[config.mk]
export PLATFORM = sky130hd
export DESIGN_NAME = seg7_count_display
export DESIGN_NICKNAME = d
export VERILOG_FILES = /design/src/rtl/seg7_count_display.sv
export SDC_FILE = /design/constraint.sdc
export NUM_CORES = 1
export LEC_CHECK = 0
export BUFFER_PORTS_ARGS = -buffer_cell sky130_fd_sc_hd__buf_2
export CORE_UTILIZATION = 59
export DETAILED_ROUTE_END_ITERATION = 6
export PLACE_DENSITY = 0.79
export SLEW_MARGIN = 30
export SYNTH_ARGS = -nofsm -noshare
export SYNTH_HDL_FRONTEND = slang
export SYNTH_SLANG_ARGS = --single-unit
[constraint.sdc]
create_clock -name clk -period 2.5 [get_ports clk]
set_input_delay 0 -clock clk [delete_from_list [all_inputs] [get_ports clk]]
set_output_delay 0 -clock clk [all_outputs]
set_load 0.1 [all_outputs]
[src/rtl/seg7_count_display.sv]
// Sequential shift-add-3 BCD converter feeding a 4-digit multiplexed
// common-anode 7-segment scanner; digit 3 shows tcount with the decimal point lit.
module seg7_count_display #(
   parameter int REFRESH_DIV = 100000,
   parameter bit LZB         = 1'b1
) (
   input  logic       clk,
   input  logic       rst,
   input  logic [7:0] count,
   input  logic [1:0] tcount,
   input  logic       blank,
   output logic [6:0] seg,
   output logic       dp,
   output logic [3:0] an
);

   localparam int RW = $clog2(REFRESH_DIV);
   localparam logic [RW-1:0] REFRESH_LAST = RW'(REFRESH_DIV - 1);

   typedef enum logic [1:0] {CAPTURE, SHIFT, COMMIT} state_t;

   state_t        state_q, state_d;
   logic [2:0]    iter_q, iter_d;
   logic [7:0]    shift_q, shift_d;
   logic [9:0]    bcd_q, bcd_d;
   logic [1:0]    tcStage_q, tcStage_d;
   logic          commit;

   logic [1:0]    dispH_q;
   logic [3:0]    dispT_q, dispO_q;
   logic [1:0]    dispTc_q;

   logic [RW-1:0] refresh_q;
   logic [1:0]    idx_q;
   logic [6:0]    seg_q, seg_d;
   logic          dp_q;
   logic [3:0]    an_q;

   logic [3:0]    onesAdj, tensAdj;
   logic [9:0]    bcdAdj;
   logic [3:0]    digitVal;
   logic          digitBlank;

   function automatic logic [6:0] decode(input logic [3:0] d);
      case (d)
         4'd0:    decode = 7'b1000000;
         4'd1:    decode = 7'b1111001;
         4'd2:    decode = 7'b0100100;
         4'd3:    decode = 7'b0110000;
         4'd4:    decode = 7'b0011001;
         4'd5:    decode = 7'b0010010;
         4'd6:    decode = 7'b0000010;
         4'd7:    decode = 7'b1111000;
         4'd8:    decode = 7'b0000000;
         4'd9:    decode = 7'b0010000;
         default: decode = 7'b1111111;
      endcase
   endfunction

   // Hundreds never exceeds 2 for an 8-bit input, so it needs no +3 correction.
   always_comb begin
      onesAdj = (bcd_q[3:0] >= 4'd5) ? bcd_q[3:0] + 4'd3 : bcd_q[3:0];
      tensAdj = (bcd_q[7:4] >= 4'd5) ? bcd_q[7:4] + 4'd3 : bcd_q[7:4];
      bcdAdj  = {bcd_q[9:8], tensAdj, onesAdj};
   end

   always_comb begin
      state_d   = state_q;
      iter_d    = iter_q;
      shift_d   = shift_q;
      bcd_d     = bcd_q;
      tcStage_d = tcStage_q;
      commit    = 1'b0;
      case (state_q)
         CAPTURE: begin
            shift_d   = count;
            bcd_d     = '0;
            tcStage_d = tcount;
            iter_d    = '0;
            state_d   = SHIFT;
         end
         SHIFT: begin
            bcd_d   = {bcdAdj[8:0], shift_q[7]};
            shift_d = {shift_q[6:0], 1'b0};
            iter_d  = iter_q + 3'd1;
            if (iter_q == 3'd7) begin
               state_d = COMMIT;
            end
         end
         COMMIT: begin
            commit  = 1'b1;
            state_d = CAPTURE;
         end
         default: state_d = CAPTURE;
      endcase
   end

   always_ff @(posedge clk or negedge rst) begin
      if (!rst) begin
         state_q   <= CAPTURE;
         iter_q    <= '0;
         shift_q   <= '0;
         bcd_q     <= '0;
         tcStage_q <= '0;
      end else begin
         state_q   <= state_d;
         iter_q    <= iter_d;
         shift_q   <= shift_d;
         bcd_q     <= bcd_d;
         tcStage_q <= tcStage_d;
      end
   end

   // Display registers only move on COMMIT, so the scan never sees a half-built value.
   always_ff @(posedge clk or negedge rst) begin
      if (!rst) begin
         dispH_q  <= '0;
         dispT_q  <= '0;
         dispO_q  <= '0;
         dispTc_q <= '0;
      end else if (commit) begin
         dispH_q  <= bcd_q[9:8];
         dispT_q  <= bcd_q[7:4];
         dispO_q  <= bcd_q[3:0];
         dispTc_q <= tcStage_q;
      end
   end

   always_ff @(posedge clk or negedge rst) begin
      if (!rst) begin
         refresh_q <= '0;
         idx_q     <= '0;
      end else if (refresh_q == REFRESH_LAST) begin
         refresh_q <= '0;
         idx_q     <= idx_q + 2'd1;
      end else begin
         refresh_q <= refresh_q + 1'b1;
      end
   end

   always_comb begin
      digitVal   = dispO_q;
      digitBlank = 1'b0;
      case (idx_q)
         2'd0: digitVal = dispO_q;
         2'd1: begin
            digitVal   = dispT_q;
            digitBlank = LZB && (dispH_q == 2'd0) && (dispT_q == 4'd0);
         end
         2'd2: begin
            digitVal   = {2'b00, dispH_q};
            digitBlank = LZB && (dispH_q == 2'd0);
         end
         default: digitVal = {2'b00, dispTc_q};
      endcase
      seg_d = digitBlank ? 7'h7F : decode(digitVal);
   end

   // Outputs are registered, so they trail the scan index by one clock.
   always_ff @(posedge clk or negedge rst) begin
      if (!rst) begin
         an_q  <= 4'b1111;
         seg_q <= 7'h7F;
         dp_q  <= 1'b1;
      end else begin
         an_q  <= blank ? 4'b1111 : ~(4'b0001 << idx_q);
         seg_q <= seg_d;
         dp_q  <= (idx_q != 2'd3);
      end
   end

   assign seg = seg_q;
   assign dp  = dp_q;
   assign an  = an_q;

endmodule

* Word-level counts from Yosys, hierarchy flattened
Memories as Yosys holds them, arrays and structs flattened. Index checks and enable logic that the tools add are counted. Widths: inputs -> output; s select.
Operators by class: add/sub/neg operators 5, $mul 0, div/mod/pow operators 0, magnitude comparators 2, equality and inequality tests 8, shift-type cells 1, muxes and demuxes 13, bitwise operators 1, reduce and logical (&&, ||, !) cells 6
Operators by type and width (count):
- $pmux 10 s2 | 1
- $add 17x1->17 const B | 1
- $eq 17x17->1 const B | 1
- $mux 17 | 1
- $pmux 8 s2 | 1
- $mux 4 | 3
- $pmux 4 s3 | 1
- $add 4x2->4 const B | 2
- $ge 4x3->1 const B | 2
- $mux 7 | 1
- $logic_not 2->1 | 3
- $pmux 3 s2 | 1
- $eq 2x1->1 const B | 2
- $eq 2x2->1 const B | 2
- $logic_not 4->1 | 1
- $ne 2x2->1 const B | 2
- $not 4->4 | 1
- $pmux 2 s2 | 1
- $shl 1x2->4 const A | 1
- $add 3x1->3 const B | 1
- $eq 3x3->1 const B | 1
- $add 2x1->2 const B | 1
- $mux 2 | 1
- $pmux 1 s2 | 1
- other kinds (3) | 3
Storage, ports and cells: register bits 68, latch bits 0, bits in writable memories 0, bits in read-only memories 112, input port bits 13, output and inout port bits 12, logic and storage cells 51, memories kept 1
Memories:
- (name not given) | words 16, width 7, read ports 1, clocked after Yosys merged registers in 0, wr ports 0, line 45 | case (d)

* Logic depth before layout (Yosys ltp)
word-level depth 4, mapped depth 8

* Worst setup path before layout
No wires, ideal clock.
path kind reg-to-reg, start point register idx_q[0], end point register seg_q[1], in the netlist seg[1], arrival time 1852 ps, data required time 2421 ps, slack 569 ps, stages on the path, launching flop included 8, path buffers 0, clock period less this slack 1931 ps, cell sequence dfrtp_1 inv_1 ha_1 a222oi_1 a21oi_1 ha_1 and2_1 o21ai_0
Between the ends: cells in the longest elaborated chain, start to end 4
RTL lines:
- from (decl) | line 34 | logic [1:0] idx_q;
- from (signal assigned) | line 135 | idx_q <= idx_q + 2'd1;
- $eq 2x2->1, or another cell as far along | line 144 | case (idx_q)
- $pmux 4 s3 | line 144
- $mem_v2 16x7
- $mux 7 (*) | line 156 | seg_d = digitBlank ? 7'h7F : decode(digitVal);
- named net seg_d[1] | line 35 | logic [6:0] seg_q, seg_d;
- to (signal assigned) | line 167 | seg_q <= seg_d;
- to (decl) | line 35
The timed path passes the listed nets; every way through them passes the cells marked *. A chain may end at the register's enable or synchronous reset.

* Final worst setup path
Same ends and word-level chain as after synthesis.

==> reports/qor.txt <==
Status: completed
Syn Nets: 312
Routed via count: 2240
HP Class: input pin to async pin
Reg-to-reg endpoint: seg[1]
Period minus WS final: 2.218 ns
Ports: 25
Sw Ratio: 36.30%
Clock sinks: 68
Avg WL per Cell: 14.06 um
Post-synthesis sequential area ratio: 53.99%
Critical Path Sink Type: flop
Yosys reg bits: 68
CP max FO: 9
H-tree levels: 3
Largest net degree at the start of global routing: 36
HPWL Detailed: 3699 um
Worst setup startpoint: idx_q[0]
Mapped cell area: 0.003179 mm^2
GRT Total Usage: 23.21%
Flop pwr share: 41.0%
Drt first pass iters: 4
Final setup viols: 0
Initial core utilization: 61.85%
Area growth from synthesis to layout: 17.00%
Antenna Cells: 0
Root buf cell: clkbuf_8
CTS tree: done
WP buf/inv: 1
Number of enable flip-flop cells after synthesis: 0
Port bufs: 24
CTS max path bufs: 2
Synth top area cells: dfrtp_1 44%, dfstp_2 9.9%, ha_1 5.9%
Count leader, synth: dfrtp_1
Yosys synthesis warning count: 0
Commonest cells in the netlist: 56 x dfrtp_1, 28 x nand2_1, 25 x o21ai_0, 15 x ha_1, 15 x nor2_1
Leakage: 1.695 nW
Worst VDD drop: 645.0 uV
Combinational power share: 30.6%
Ys flop type: dfrtp_1
Layout cells sized above 1: 22.29%
Initial antenna violation count: 0
Placer Congestion: 0.8265
Grt total ovfl: 0
Hold Fails Final Rpt: 0
Achievable frequency: 450.9 MHz
Yosys top cell by area: dfrtp_1
Avg Cell Area, Syn: 11.19 um^2
Setup repair bufs after CTS: 0
Std cell rows: 26
Post-Place Worst Slack: 0.3321 ns
Worst-skew pair later-pin latency: 0.34 ns
Die width: 75.41 um
Unrepaired setup endpoints after global routing: false
Full die area: 0.005686 mm^2
Core area: 0.005140 mm^2
Max Cap Viol: 0
Fin crit share: 88.71%
Clk pwr share: 28.4%
Reg clk slew, reported paths: 0.07 ns
Antenna viol nets, final: 0
Ys async rst share: 100.0%
Skew final: 0.01017 ns
CP delay by family, top: compound AO/OA/AOI/OAI gates
Fin. max-slew vios: 0
Crit path largest cell delay: 0.53 ns
Setup TNS: 0 ns
Vias in the first global route: 2122
Slew Limit Headroom: 59.08%
Cells after Synth: 284
First-pass GRT wire length: 9604 um
Die height: 75.41 um
CP startpoint kind: flop
TritonCTS Buffers: 9
Layout Nets: 355
Post-synth top area share: 44.08%
Pwr Density: 931.4 mW/mm^2
Cell mode on critical path: ha_1
R2r setup slk: 0.28 ns
DRC: 0
Arrival time worst endpoint: 2.49 ns
Via/cell ratio: 5.572
Unique masters post-synth: 39
Initial DRC Count: 154
Setup CP Type: flop to flop
Worst Path Required: 2.77 ns
Slew @ Worst Pin: 0.6137 ns
CP cell instances: inv_1 -> ha_1 -> a222oi_1 -> a21oi_1 -> ha_1 -> and2_1 -> o21ai_0
Reg2reg path depth: 7
Routed Wire Length: 5651 um
Post-layout util: 72.37%
Setup ws final: 0.2822 ns
Internal power: 0.002207 W
R2R Path Start: idx_q[0]
Switch Pwr: 0.001258 W
Crit path max-delay cell type: a21oi_1
-- worst max-delay path by stage --
stage,end,slack (ns),cells after the start
4_1_cts,seg[1],0.32,7
2_1_floorplan,seg[1],0.57,7
6_report,seg[1],0.28,7
3_5_place_dp,seg[1],0.33,7
3_3_place_gp,seg[1],0.42,7
5_1_grt,seg[1],0.02,7
-- power by group through the flow --
| stage | clock (W) | sequential (W) | combinational, W |
|---|---|---|---|
| finish | 0.000984 | 0.00142 | 0.00106 |
| global route | 0.00105 | 0.00145 | 0.00116 |
| detailed placement | 0 | 0.00144 | 0.00103 |
| floorplan | 0 | 0.00183 | 0.000459 |
| CTS | 0.00100 | 0.00142 | 0.00106 |
| global placement | 0 | 0.00143 | 0.00101 |
-- kinds of logic (layout without fill, tap and decap cells) --
group           count (synthesis)  after routing  synth area share, %
compound gates                 57             57                11.29
xor+xnor                       19             19                5.234
fa+ha+maj                      15             15                5.903
buf+inv                        19             67                2.479
flops                          68             68                53.99
mux                            20             20                6.808
simple gates                   86             86                14.29
-- through the flow --
| step | std cells | cell area (um^2) | hold WS (ns) | total power [W] |
|---|---|---|---|---|
| finish | 402 | 3720 | 0.1699 | 0.003464 |
| global route | 402 | 3720 | 0.2501 | 0.003661 |
| CTS | 402 | 3720 | 0.1879 | 0.003479 |
| detailed placement | 374 | 3383 | 0.02216 | 0.002473 |
| global placement | 374 | 3383 | 0.008530 | 0.002446 |
| floorplan | 284 | 3179 | -0.2956 | 0.002291 |
-- metal layers --
metal / global-route usage, % / share of wire, % / vias up
li1: - / - / 1086
met1: 29.96 / 46 / 1076
met2: 36.41 / 48 / 67
met3: 6.217 / 4.0 / 11
met4: 11.73 / 1.8 / 0
met5: 0 / 0 / -
-- what timing repair did --
| action | in CTS | in global routing |
|---|---|---|
| endpoints found under the hold margin | 26 | 0 |
| hold buffers | 12 | 0 |
| gates resized for setup | 0 | 0 |
-- sequential cells by signal (all words and copies together), names as in the netlist --
register and count:
state_q 2, dispT_q 4, bcd_q 10, an 4
dispO_q 4, tcStage_q 2, dispH_q 2, shift_q 8
seg 7, iter_q 3, dp 1, dispTc_q 2
refresh_q 17, idx_q 2
-- cell usage in the layout, fill, tap and decap left out, types with 8 or more instances in the layout --
master,Yosys,final
clkbuf_8,0,10
nand2_1,28,28
dfrtp_1,56,56
o21ai_0,25,25
nor2_1,15,15
xnor2_1,10,10
a22o_1,8,8
inv_1,10,10
xor2_1,9,9
buf_2,0,24
ha_1,15,15
mux2_2,13,13
dlygate4sd3_1,0,12
a21oi_1,10,10
nand2b_1,8,8
dfstp_2,12,12
-- cell type report --
class	count	area, um^2
repair buffers	41	277.8
clock inverters	5	75.07
multi-input cells	197	1384
fillers	386	1420
well taps	70	87.58
flip-flops and latches	68	1717
inverters	10	37.54
clock buffers	11	141.4
(Power assumes the default switching activity.)
